<file path="src/rtl/rgb_fpga_pkg.sv">
// rtl/rgb_fpga_pkg.sv - shared frame-buffer constants and arbiter state type
package rgb_fpga_pkg;

    localparam int FB_ADDR_W = 9;
    localparam int FB_DATA_W = 24;

    typedef enum logic [1:0] {
        IDLE    = 2'd0,
        RUN     = 2'd1,
        PENDING = 2'd2,
        ACK     = 2'd3
    } fb_arb_state_t;

endpackage

</file>
<file path="src/rtl/rgb_fpga_fb_swap_fsm.sv">
// rtl/rgb_fpga_fb_swap_fsm.sv - bank-swap FSM: tracks displayed bank, swaps on frame boundary
module rgb_fpga_fb_swap_fsm
    import rgb_fpga_pkg::*;
(
    input  logic          clk,
    input  logic          rst_n,
    input  logic          enable,
    input  logic          swap_req,
    input  logic          frame_rdy,
    output fb_arb_state_t state,
    output logic          disp_bank,
    output logic          swap_ack
);

    fb_arb_state_t state_nxt;

    always_ff @(posedge clk or negedge rst_n) begin
        if (!rst_n) begin
            state     <= IDLE;
            disp_bank <= 1'b0;
        end else begin
            state <= state_nxt;
            // Toggling on ACK entry keeps a read granted this cycle on the old bank
            if (state_nxt == ACK)
                disp_bank <= ~disp_bank;
        end
    end

    always_comb begin
        state_nxt = state;
        case (state)
            IDLE: begin
                if (swap_req)
                    state_nxt = ACK;
                else if (enable)
                    state_nxt = RUN;
            end
            RUN: begin
                if (swap_req && (frame_rdy || !enable))
                    state_nxt = ACK;
                else if (swap_req)
                    state_nxt = PENDING;
                else if (!enable)
                    state_nxt = IDLE;
            end
            PENDING: begin
                if (frame_rdy || !enable)
                    state_nxt = ACK;
            end
            ACK: begin
                state_nxt = enable ? RUN : IDLE;
            end
            default: state_nxt = IDLE;
        endcase
    end

    assign swap_ack = (state == ACK);

endmodule

</file>
<file path="src/rtl/rgb_fpga_fb_arbiter.sv">
// rtl/rgb_fpga_fb_arbiter.sv - double-banked frame RAM arbiter (reader vs host writer)
// Optional write-starvation guard: FB_ARB_STARVE_GUARD_EN
module rgb_fpga_fb_arbiter
    import rgb_fpga_pkg::*;
#(
    parameter int ADDR_W     = FB_ADDR_W,
    parameter int DATA_W     = FB_DATA_W,
    parameter int STARVE_MAX = 8
) (
    input  logic              clk,
    input  logic              rst_n,
    input  logic              enable,
    input  logic              rd_req,
    input  logic [ADDR_W-1:0] rd_addr,
    output logic              rd_gnt,
    output logic              rd_valid,
    output logic [DATA_W-1:0] rd_data,
    input  logic              wr_req,
    input  logic [ADDR_W-1:0] wr_addr,
    input  logic [DATA_W-1:0] wr_data,
    output logic              wr_gnt,
    input  logic              swap_req,
    output logic              swap_ack,
    input  logic              frame_rdy,
    output logic              disp_bank,
    output logic              ram_en,
    output logic              ram_we,
    output logic [ADDR_W:0]   ram_addr,
    output logic [DATA_W-1:0] ram_wdata,
    input  logic [DATA_W-1:0] ram_rdata
);

    fb_arb_state_t state;
    logic          force_wr;

    rgb_fpga_fb_swap_fsm u_fsm (
        .clk       (clk),
        .rst_n     (rst_n),
        .enable    (enable),
        .swap_req  (swap_req),
        .frame_rdy (frame_rdy),
        .state     (state),
        .disp_bank (disp_bank),
        .swap_ack  (swap_ack)
    );

    assign rd_gnt    = rd_req & enable & ~force_wr;
    assign wr_gnt    = wr_req & ~rd_gnt & (state != PENDING);
    assign ram_en    = rd_gnt | wr_gnt;
    assign ram_we    = wr_gnt;
    assign ram_addr  = rd_gnt ? {disp_bank, rd_addr} : {~disp_bank, wr_addr};
    assign ram_wdata = wr_data;
    assign rd_data   = ram_rdata;

    always_ff @(posedge clk or negedge rst_n) begin
        if (!rst_n)
            rd_valid <= 1'b0;
        else
            rd_valid <= rd_gnt;
    end

`ifdef FB_ARB_STARVE_GUARD_EN
    localparam int CNT_W = $clog2(STARVE_MAX + 1);

    logic [CNT_W-1:0] starve_cnt;

    // Only meaningful in RUN; in PENDING writes are stalled by design, not starved
    assign force_wr = (state == RUN) && (starve_cnt == CNT_W'(STARVE_MAX));

    always_ff @(posedge clk or negedge rst_n) begin
        if (!rst_n)
            starve_cnt <= '0;
        else if (state == PENDING)
            starve_cnt <= starve_cnt;
        else if (wr_gnt || !wr_req)
            starve_cnt <= '0;
        else if (state == RUN && starve_cnt != CNT_W'(STARVE_MAX))
            starve_cnt <= starve_cnt + CNT_W'(1);
    end
`else
    assign force_wr = 1'b0;
`endif

endmodule

</file>
<file path="config.mk">
export PLATFORM = sky130hd
export DESIGN_NAME = rgb_fpga_fb_arbiter
export DESIGN_NICKNAME = d
export VERILOG_FILES = /design/src/rtl/rgb_fpga_pkg.sv /design/src/rtl/rgb_fpga_fb_swap_fsm.sv /design/src/rtl/rgb_fpga_fb_arbiter.sv
export SDC_FILE = /design/constraint.sdc
export NUM_CORES = 1
export LEC_CHECK = 0
export ABC_AREA = 1
export CORE_MARGIN = 3
export CORE_UTILIZATION = 18
export DETAILED_ROUTE_END_ITERATION = 10
export PLACE_DENSITY = 0.86
export SYNTH_ARGS = -nofsm -noshare
export SYNTH_HDL_FRONTEND = slang
export SYNTH_SLANG_ARGS = --single-unit
export TNS_END_PERCENT = 10
</file>
<file path="constraint.sdc">
create_clock -name clk -period 0.9 [get_ports clk]
set_input_delay 0.135 -clock clk [delete_from_list [all_inputs] [get_ports clk]]
set_output_delay 0.135 -clock clk [all_outputs]
set_load 0.01 [all_outputs]
</file>
Word level (Yosys, flattened, before mapping):

Cells that the tools add are included.

* bits in registers: 4
* input port bits: 73
* output and inout port bits: 65
* logic and storage cells: 27

* bitwise gates (word level): 6
* muxes and demuxes: 9
* reductions and logical operators: 4
* eq/ne operators: 5

Operators by type and width (count)
* $mux 2: 6
* $mux 10: 1
* $pmux 2 s4: 1
* $eq 2x2->1 const B: 3
* $and 1x1->1: 3
* $eq 2x1->1 const B: 1
* $logic_not 2->1: 1
* $ne 2x2->1 const B: 1
* $not 1->1: 2
* $logic_and 1x1->1: 1
* $logic_not 1->1: 1
* $logic_or 1x1->1: 1
* $mux 1: 1
* $or 1x1->1: 1

Longest topological paths before layout:

* depth in word-level cells: 6
* gate-level depth with buffers: 6

Hierarchy:

A second synthesis with hierarchy kept.

* cell total of the unflattened synthesis: 115
* area total of the unflattened synthesis: 745.7 µm²

Modules (own cells, without submodules)
* rgb_fpga_fb_arbiter: cells an instance 94, area an instance 588.1 µm², instances 1, seq. area each 25.0 µm²
* rgb_fpga_fb_swap_fsm: cells an instance 21, area an instance 157.7 µm², instances 1, seq. area each 75.1 µm²

Worst setup path before layout:

Ideal clock, no wire load.

* kind: register to output
* start point: reg u_fsm.state[1]
* end point: out wr_gnt
* cell stages (with the launch flop): 5
* arrival: 1.031 ns
* required time: 0.765 ns
* setup slack: -0.266 ns
* path through: dfrtp_1 nand2_1 inv_1 nor3_1 buf_4

* word-level cells in the longest chain between the ends: 2

Ends and longest elaborated chain
* start, declared: RTL line rgb_fpga_fb_swap_fsm.sv:10 `output fb_arb_state_t state,`
* start signal, assigned: RTL line rgb_fpga_fb_swap_fsm.sv:22 `state <= state_nxt;`
* $ne 2x2->1: RTL line rgb_fpga_fb_arbiter.sv:48 `assign wr_gnt = wr_req & ~rd_gnt & (state != PENDING);`
* $and 1x1->1: RTL line rgb_fpga_fb_arbiter.sv:48
* end, declared: RTL line rgb_fpga_fb_arbiter.sv:21 `output logic wr_gnt,`

No other way between the ends.

Final worst setup path:

Same ends and word-level chain as after synthesis.

==> summary.md <==
| Metric | Value |
|---|---|
| Status | `complete, but fails checks` |
| Violated checks | `negative setup slack` |
| Post-synth EDFFs | `0` |
| DR vias | `about 640` |
| Cell area after layout | `approximately 950 um^2` |
| Drt pass-1 iters | `2` |
| Number of global-route vias before repair | `approximately 610` |
| Critical Path RT | `~0.76 ns` |
| DP HPWL | `roughly 1.5 mm` |
| Min Tclk post-route | `approximately 1.1 ns` |
| Setup crit start kind | `flip-flop` |
| Share of cells above drive strength 1 | `between 40% and 50%` |
| Slew HR | `slightly below 90%` |
| Die H | `between 60 and 70 um` |
| Most frequent cells in the layout | `nand2_1 (30), dlygate4sd2_1 (13), buf_2 (13)` |
| Clk pin slew, worst setup/hold paths | `~0.03 ns` |
| # diodes | `0` |
| FP Rows | `22` |
| Worst Hold Margin | `about 0.12 ns` |
| Worst hold-check path type | `in -> async` |
| Antenna violations before repair | `0` |
| CP Max Fanout | `2` |
| Avg WL per Cell | `11.5 um` |
| Area Growth Syn to Fin | `34.0%` |
| Netlist cell types | `13` |
| Num Clock Sinks | `4` |
| Seq cells post-synth | `4` |
| Share of the synthesized area in the top cell type | `around half` |
| Ys flop type | `dfrtp_1` |
| Post-detailed-route via-to-cell ratio | `roughly 3.8` |
| Seq/Total Area, Yosys | `between 10% and 20%` |
| VDD IR max | `0.000291 V` |
| Max Clk Rate | `between 800 and 900 MHz` |
| Mapped Cells | `between 100 and 150` |
| Nets | `between 150 and 200` |
| Leading area contributor after synthesis | `buf_4` |
| Final worst setup slack | `-0.245 ns` |
| Starting Density | `19.0%` |
| FILL cells | `~420` |
| Synthesized area | `slightly above 700 um^2` |
| Core box area | `3740 um^2` |
| Lkg Pwr | `roughly 0.55 nW` |
| GPL Wtd Cong | `just under 0.7` |
| Yosys warnings | `0` |
| Critical Path AT | `1.01 ns` |
| RSZ-0062 raised after global routing | `true` |
| Global-route wire length before repair | `2.56 mm` |
| Post-placement cell area | `a little under 900 um^2` |
| Clk_lat worst skew | `~0.22 ns` |
| Die area | `~4700 um^2` |
| Multi-input gate area | `between 200 and 250 um^2` |
| Worst slack at placement | `-0.849 ns` |
| Fin. Hold Viols | `0` |
| IO Port Bufs | `41` |
| Most common cell after layout, fill and taps aside | `nand2_1` |
| Grt ovf | `0` |
| Register area | `approximately 100 um^2` |
| Antenna-violating nets left | `0` |
| CTS tree | `yes` |
| Top cells by area, synth | `buf_4 (52%), nand2_1 (21%), dfrtp_1 (14%)` |
| Largest net degree at the start of global routing | `8` |
| Die width | `approximately 69 um` |
| Kind of critical path | `reg -> out` |
| Clk root buf | `clkbuf_8` |
| Synth async-reset ratio | `between 90% and 100%` |
| Longest Clk Path Bufs | `2` |
| WL final | `~1.9 mm` |
| Initial DRC Count | `7` |
| Htree depth | `1` |
| # Max-Cap Violations | `0` |
| Clock Skew | `0.000186 ns` |
| DRC violations left | `0` |
| Pins Over Slew Limit | `0` |
| Total CTS buffers | `3` |
| PD cells | `approximately 1400 nW/um^2` |
| Syn Nets | `184` |
| Final setup vio count | `11` |
| I/O pin count | `138` |
| Final period utilization | `127%` |
| GRT Util Overall | `7.52%` |
| Syn_area_per_cell | `6.40 um^2` |
| Tightest Pin Transition | `between 0.15 and 0.2 ns` |
| Setup crit end kind | `output pin` |
through the flow:
step / setup TNS [ns] / instances / power (mW) / utilization (%)
after floorplan: -0.159 / 111 / 0.722 / -
after global placement: -12.27 / 157 / 0.922 / 23.2
after detailed placement: -12.86 / 157 / 0.943 / 23.2
after CTS: -1.51 / 166 / 1.30 / 24.2
after global routing: -2.00 / 166 / 1.40 / 25.4
final: -1.34 / 166 / 1.31 / 25.4
registers in the layout (all words and copies together), names as in the netlist:
name	count
rd_valid	1
u_fsm.disp_bank	1
u_fsm.state	2
final timing paths:
| check | startpoint | to | slack (ns) | depth (start not counted) |
|---|---|---|---|---|
| max | u_fsm.state[1] | wr_gnt | -0.24 | 4 |
| min | rst_n | u_fsm.state[0] | 0.12 | 1 |
| max reg2reg | u_fsm.state[0] | u_fsm.disp_bank | -0.10 | 7 |
| min reg2reg | u_fsm.disp_bank | u_fsm.disp_bank | 0.60 | 3 |
| max in group asynchronous | rst_n | u_fsm.disp_bank | 0.61 | 1 |
| min in group clk | enable | u_fsm.state[0] | 0.26 | 4 |
cell families after synthesis:
group	share of synthesized area [%]
AO/OA/AOI/OAI	0.704
XOR/XNOR	1.23
buffers and inverters	58.3
flip-flops	14.1
AND/OR/NAND/NOR	25.7
area by class of cell:
type	count	area share, %
timing repair buffer	55	49.0
multi-input combinational	48	26.1
sequential	4	10.5
tap	48	6.31
clock buffer	3	4.34
inverter	8	3.68
layer usage:
metal	global-route usage [%]	vias to the layer above	wire, um
li1	-	292	-
met1	5.73	280	557
met2	11.7	41	935
met3	2.59	26	276
met4	12.4	0	147
met5	0	-	0
repair_timing:
| item | in CTS | in global routing |
|---|---|---|
| pin swaps | 14 | 6 |
| setup endpoints to repair | 20 | 16 |
| hold buffers | 0 | 0 |
| gates resized for setup | 104 | 13 |
| setup buffers | 6 | 0 |
cells in the mapped netlist (2+ instances only):
cell type and number:
nor2_1 3, buf_4 49, nand2_2 2, nand2_1 39
inv_1 7, dfrtp_1 4
critical path, cell delays in order (launching register included):
cell     delay [ns]
dfrtp_1        0.39
nand2_2        0.08
inv_2          0.05
nor3_4         0.12
buf_2          0.16
power breakdown:
group | internal [mW] | switching [mW] | leakage (nW)
Sequential | 0.224 | 0.0292 | 0.0480
Clock | 0.285 | 0.0900 | 0.0216
Combinational | 0.373 | 0.305 | 0.477
No activity file was read; power rests on OpenSTA's default activity.
